===== src/rtl/fir_mac_seq.sv =====
// Sequenced multi-channel FIR multiply-accumulate engine: one shared coefficient
// stream from a synchronous ROM, per-channel accumulators, saturated scaled output.
module fir_mac_seq #(
    parameter int NCH       = 2,
    parameter int DW        = 16,
    parameter int CW        = 16,
    parameter int ACCW      = 40,
    parameter int NTAPS     = 1021,
    parameter int AW        = 10,
    parameter int OUT_SHIFT = 15
) (
    input  logic                 clk,
    input  logic                 rst_n,
    input  logic                 sequencing,
    input  logic [NCH*DW-1:0]    smpl_in,
    output logic [AW-1:0]        coeff_addr,
    input  logic signed [CW-1:0] coeff,
    output logic [NCH*DW-1:0]    smpl_out,
    output logic [NCH-1:0]       sat,
    output logic                 valid,
    output logic                 busy
);

    localparam int TCW = $clog2(NTAPS + 1);
    localparam logic [TCW-1:0] TAP_MAX  = TCW'(NTAPS);
    localparam logic [AW-1:0]  ADDR_MAX = AW'(NTAPS);
    localparam logic signed [ACCW-1:0] MAXV = {{(ACCW-DW+1){1'b0}}, {(DW-1){1'b1}}};
    localparam logic signed [ACCW-1:0] MINV = ~MAXV;

    typedef enum logic {IDLE, ACCUM} state_t;

    state_t state, state_nxt;

    logic [TCW-1:0]               tap_cnt;
    logic signed [ACCW-1:0]       acc     [NCH];
    logic signed [DW+CW-1:0]      prod    [NCH];
    logic signed [ACCW-1:0]       acc_sum [NCH];
    logic signed [ACCW-1:0]       shifted [NCH];
    logic [DW-1:0]                res     [NCH];
    logic [NCH-1:0]               clip;

    always_ff @(posedge clk) begin
        if (!rst_n) state <= IDLE;
        else        state <= state_nxt;
    end

    always_comb begin
        state_nxt = state;
        busy      = 1'b0;
        case (state)
            IDLE:    if (sequencing) state_nxt = ACCUM;
            ACCUM: begin
                busy = 1'b1;
                if (!sequencing) state_nxt = IDLE;
            end
            default: state_nxt = IDLE;
        endcase
    end

    // Per-channel product/accumulate and the saturating output stage.
    always_comb begin
        clip = '0;
        for (int k = 0; k < NCH; k++) begin
            prod[k]    = $signed(smpl_in[k*DW +: DW]) * coeff;
            acc_sum[k] = acc[k] + ACCW'(prod[k]);
            shifted[k] = acc[k] >>> OUT_SHIFT;
            res[k]     = shifted[k][DW-1:0];
            if (shifted[k] > MAXV) begin
                res[k]  = MAXV[DW-1:0];
                clip[k] = 1'b1;
            end else if (shifted[k] < MINV) begin
                res[k]  = MINV[DW-1:0];
                clip[k] = 1'b1;
            end
        end
    end

    always_ff @(posedge clk) begin
        if (!rst_n) begin
            coeff_addr <= '0;
            tap_cnt    <= '0;
            smpl_out   <= '0;
            sat        <= '0;
            valid      <= 1'b0;
            for (int k = 0; k < NCH; k++) acc[k] <= '0;
        end else begin
            valid <= 1'b0;
            case (state)
                IDLE: begin
                    coeff_addr <= '0;
                    if (sequencing) begin
                        coeff_addr <= AW'(1);
                        tap_cnt    <= '0;
                        for (int k = 0; k < NCH; k++) acc[k] <= '0;
                    end
                end
                ACCUM: begin
                    if (sequencing) begin
                        if (tap_cnt < TAP_MAX) begin
                            tap_cnt <= tap_cnt + TCW'(1);
                            for (int k = 0; k < NCH; k++) acc[k] <= acc_sum[k];
                            if (coeff_addr != ADDR_MAX) coeff_addr <= coeff_addr + AW'(1);
                        end
                    end else begin
                        for (int k = 0; k < NCH; k++) smpl_out[k*DW +: DW] <= res[k];
                        sat        <= clip;
                        valid      <= 1'b1;
                        coeff_addr <= '0;
                    end
                end
                default: coeff_addr <= '0;
            endcase
        end
    end

endmodule


===== config.mk =====
export PLATFORM = sky130hd
export DESIGN_NAME = fir_mac_seq
export DESIGN_NICKNAME = d
export VERILOG_FILES = /design/src/rtl/fir_mac_seq.sv
export SDC_FILE = /design/constraint.sdc
export NUM_CORES = 2
export LEC_CHECK = 0
export BUFFER_PORTS_ARGS = -buffer_cell sky130_fd_sc_hd__buf_2
export CAP_MARGIN = 10
export CORE_MARGIN = 2
export CORE_UTILIZATION = 35
export CTS_BUF_LIST = sky130_fd_sc_hd__clkbuf_4
export DETAILED_ROUTE_END_ITERATION = 12
export PLACE_DENSITY_LB_ADDON = 0.15
export SLEW_MARGIN = 20
export SYNTH_ARGS = -nofsm -noshare
export SYNTH_HDL_FRONTEND = slang
export SYNTH_SLANG_ARGS = --single-unit

===== constraint.sdc =====
create_clock -name clk -period 9.27 [get_ports clk]
set_clock_uncertainty 0.05 [all_clocks]
set_input_delay 0 -clock clk [delete_from_list [all_inputs] [get_ports clk]]
set_output_delay 0 -clock clk [all_outputs]
set_load 0.03 [all_outputs]

==> metrics.log <==
INFO  metric n_fill_cell = 8,799
INFO  metric avgRoutedWirePerCell = 16.9 µm
INFO  metric numCtsBuffers = 17
INFO  metric crit_path_start_kind = input port
INFO  metric worst_setup_slack_for_register_to_register_paths = 3470 ps
INFO  metric timing.reg2reg.worst_path_depth = 18
INFO  metric drt-vias-per-instance = 4.71
INFO  metric clk_pin_slew_worst_paths = 170 ps
INFO  metric cap_viol_max_count = 0
INFO  metric synth_edf_count = 80
INFO  metric tritoncts_clock_tree = yes
INFO  metric final_common_cell = sky130_fd_sc_hd__inv_1
INFO  metric groute.usage.overall = 18.2%
INFO  metric detail_route.drc_violations = 0
INFO  metric fp.dieArea = 87,900 µm²
INFO  metric timing.setup.critical_path_class = in2reg
INFO  metric drt_iter0_drc = 934
INFO  metric hold_startpoint = coeff[0]
INFO  metric yosys_register_bits = 136
INFO  metric first_global_vias = 22,400
INFO  metric critPathArrivalTime = 6630 ps
INFO  metric type_of_destination_of_the_critical_path = register
INFO  metric tmin_final = 6030 ps
INFO  metric timing.hold.worst_endpoint = acc[0][0]
INFO  metric placement.io_buffers = 96
INFO  metric first_pass_iters = 5
INFO  metric wirelength = 73.9 mm
INFO  metric rr_endpoint = acc[0][32]
INFO  metric top_level_ports = 97
INFO  metric grt.overflow.total = 0
INFO  metric min_delay_path_depth = 4
INFO  metric total_count_of_hold_check_failures_in_the_final_report = 0
INFO  metric grt_pass1_wl = 123 mm
INFO  metric cts-resized-gates = 0
INFO  metric route.antenna.remaining_nets = 0
INFO  metric min_period_over_period = 65.1%
INFO  metric synth_async_sr_flop_share = 0%
INFO  metric cp.required = 9870 ps
INFO  metric clock_insertion_delay_worst_skew = 830 ps
INFO  metric post_synth_inst_count = 3,176
INFO  metric syn2layout_area_growth = 6.62%
INFO  metric proportion_of_layout_cells_with_a_drive_suffix_above_1 = 5.51%
INFO  metric commonest_cells_after_routing_fill_and_taps_aside = 769 x sky130_fd_sc_hd__inv_1, 660 x sky130_fd_sc_hd__fa_1, 343 x sky130_fd_sc_hd__nand2_1
INFO  metric finish.net_count = 4,147
INFO  metric vias = 20,600
INFO  metric clock_tree.htree_level_count = 4
INFO  metric setup_total_negative_slack = 0 ps
INFO  metric slowest_stage = sky130_fd_sc_hd__nor4_1
INFO  metric slowest_delay = 590 ps
INFO  metric grt_setup_unrepaired = false
INFO  metric outcome = complete, no violations
INFO  metric synth.yosys.seq_area_share = 11.8%
INFO  metric clock_path_buffers = 2
INFO  metric critical-path-top-cell-by-count = sky130_fd_sc_hd__fa_1
INFO  metric tightest_slew = 936 ps
INFO  metric clkSinkCount = 136
INFO  metric die_width = 296 µm
INFO  metric r2r_start = acc[0][15]
INFO  metric final-setup-viol-count = 0
INFO  metric ys_warn_count = 0
INFO  metric syn_nets = 4,121
INFO  metric yosys.cell_types.count = 73
INFO  metric std_cell_rows = 107
INFO  metric die_h = 296 µm
INFO  metric ys.flop_type = sky130_fd_sc_hd__edfxtp_1
INFO  metric grt_antenna_before_repair = 6
INFO  metric initial_core_util = 35.2%
INFO  metric maxClockFrequency = 166 MHz
INFO  metric grt_max_degree = 44
INFO  metric critPathMaxFanout = 32
INFO  metric syn_area = 29,900 µm²
INFO  metric syn_area_per_cell = 9.42 µm²
INFO  metric critical_path.cell_chain = buf_2 > nand2_1 > inv_1 > fa_1 > fa_1 > inv_1 > fa_1 > inv_1 > fa_1 > fa_1 > inv_1 > fa_1 > inv_1 > ha_1 > and3_4 > nand3_1 > nor4_1 > a211oi_2 > a21oi_2 > nand2_1 > a31oi_1 > mux2i_1
INFO  metric report.final.slew_viol_count = 0
INFO  metric routability_congestion = 0.811
INFO  metric floorplan.core_area = 85,000 µm²
INFO  metric slew_headroom = 37.5%
INFO  metric worst_min_path_class = in2reg
INFO  metric clock-root-buffer = sky130_fd_sc_hd__clkbuf_4
INFO  metric detailed_place_hpwl = 59.1 mm
-- Yosys cell counts, drive strengths merged (17+ instances only) --
cell,n,area share [%]
a21o,33,0.83
and2,247,5.2
fa,660,44
clkbuf,96,1.2
xor2,30,0.88
nand2,343,4.3
o21ai,87,1.5
dfxtp,56,3.7
nor2,121,1.5
buf,17,0.29
a21oi,101,1.7
nor3,37,0.62
ha,234,9.8
nand3,32,0.55
inv,770,9.7
and3,19,0.41
edfxtp,80,8.0
xnor2,36,1.1
-- final cells by class --
type	count	area [µm²]	area share (%)
antenna	7	17.5	0.0549
clock inverter	14	146	0.459
inverter	771	2900	9.07
timing repair buffer	120	676	2.12
sequential	136	3520	11.0
tap	1144	1430	4.49
clock buffer	18	135	0.424
multi-input combinational	2156	23100	72.3
-- state kept, by name (all words and copies together), names as in the netlist --
name	flops
acc	80
smpl_out	32
coeff_addr	10
tap_cnt	10
sat	2
state	1
valid	1
-- critical path, delay by kind of cell --
kind | cells | cell delay [ps]
AO/OA/AOI/OAI | 3 | 750
buffers and inverters | 6 | 900
adder cells (fa/ha/maj) | 7 | 3390
AND/OR/NAND/NOR | 5 | 1350
multiplexers | 1 | 220
-- worst max-delay path by stage --
stage           startpoint          to  slack (ps)
4_1_cts           coeff[1]  acc[0][32]        3350
6_report          coeff[1]  acc[0][32]        3240
5_1_grt           coeff[1]  acc[0][75]        2820
3_3_place_gp      coeff[1]  acc[0][32]        2460
3_5_place_dp      coeff[1]  acc[0][78]        2420
2_1_floorplan  smpl_in[31]  acc[0][78]        3280
-- metal layers --
layer | GRT usage, % | share of wire, %
met5 | 0 | 0.062
met4 | 3.33 | 1.1
met2 | 30.4 | 48
met1 | 25.4 | 47
met3 | 2.61 | 3.6
-- kinds of logic after synthesis --
| family | after synthesis | synth area share, % |
|---|---|---|
| xor+xnor | 66 | 1.93 |
| compound gates | 314 | 6.64 |
| mux | 5 | 0.167 |
| fa+ha+maj | 894 | 53.9 |
| buf+inv | 884 | 11.2 |
| simple gates | 877 | 14.4 |
| flops | 136 | 11.8 |
-- through the flow --
| stage | utilization, % | instance area (µm²) | hold slack [ps] | cells | worst slack, ps |
|---|---|---|---|---|---|
| after floorplan | - | 29900 | 270 | 3176 | 3280 |
| after global placement | 37.1 | 31500 | 280 | 4321 | 2460 |
| after detailed placement | 37.1 | 31500 | 280 | 4321 | 2420 |
| after CTS | 37.5 | 31900 | 36.5 | 4359 | 3350 |
| after global routing | 37.5 | 31900 | 126 | 4365 | 2820 |
| final | 37.5 | 31900 | 127 | 4366 | 3240 |
-- what timing repair did --
item | CTS | global route
endpoints found under the hold margin | 82 | 0
hold buffers | 6 | 0
setup buffers | 0 | 0
endpoints found under the setup margin | 0 | 0
Power is not shown: default switching activity piles up to over one toggle a cycle in this logic, so the estimate is an artifact.
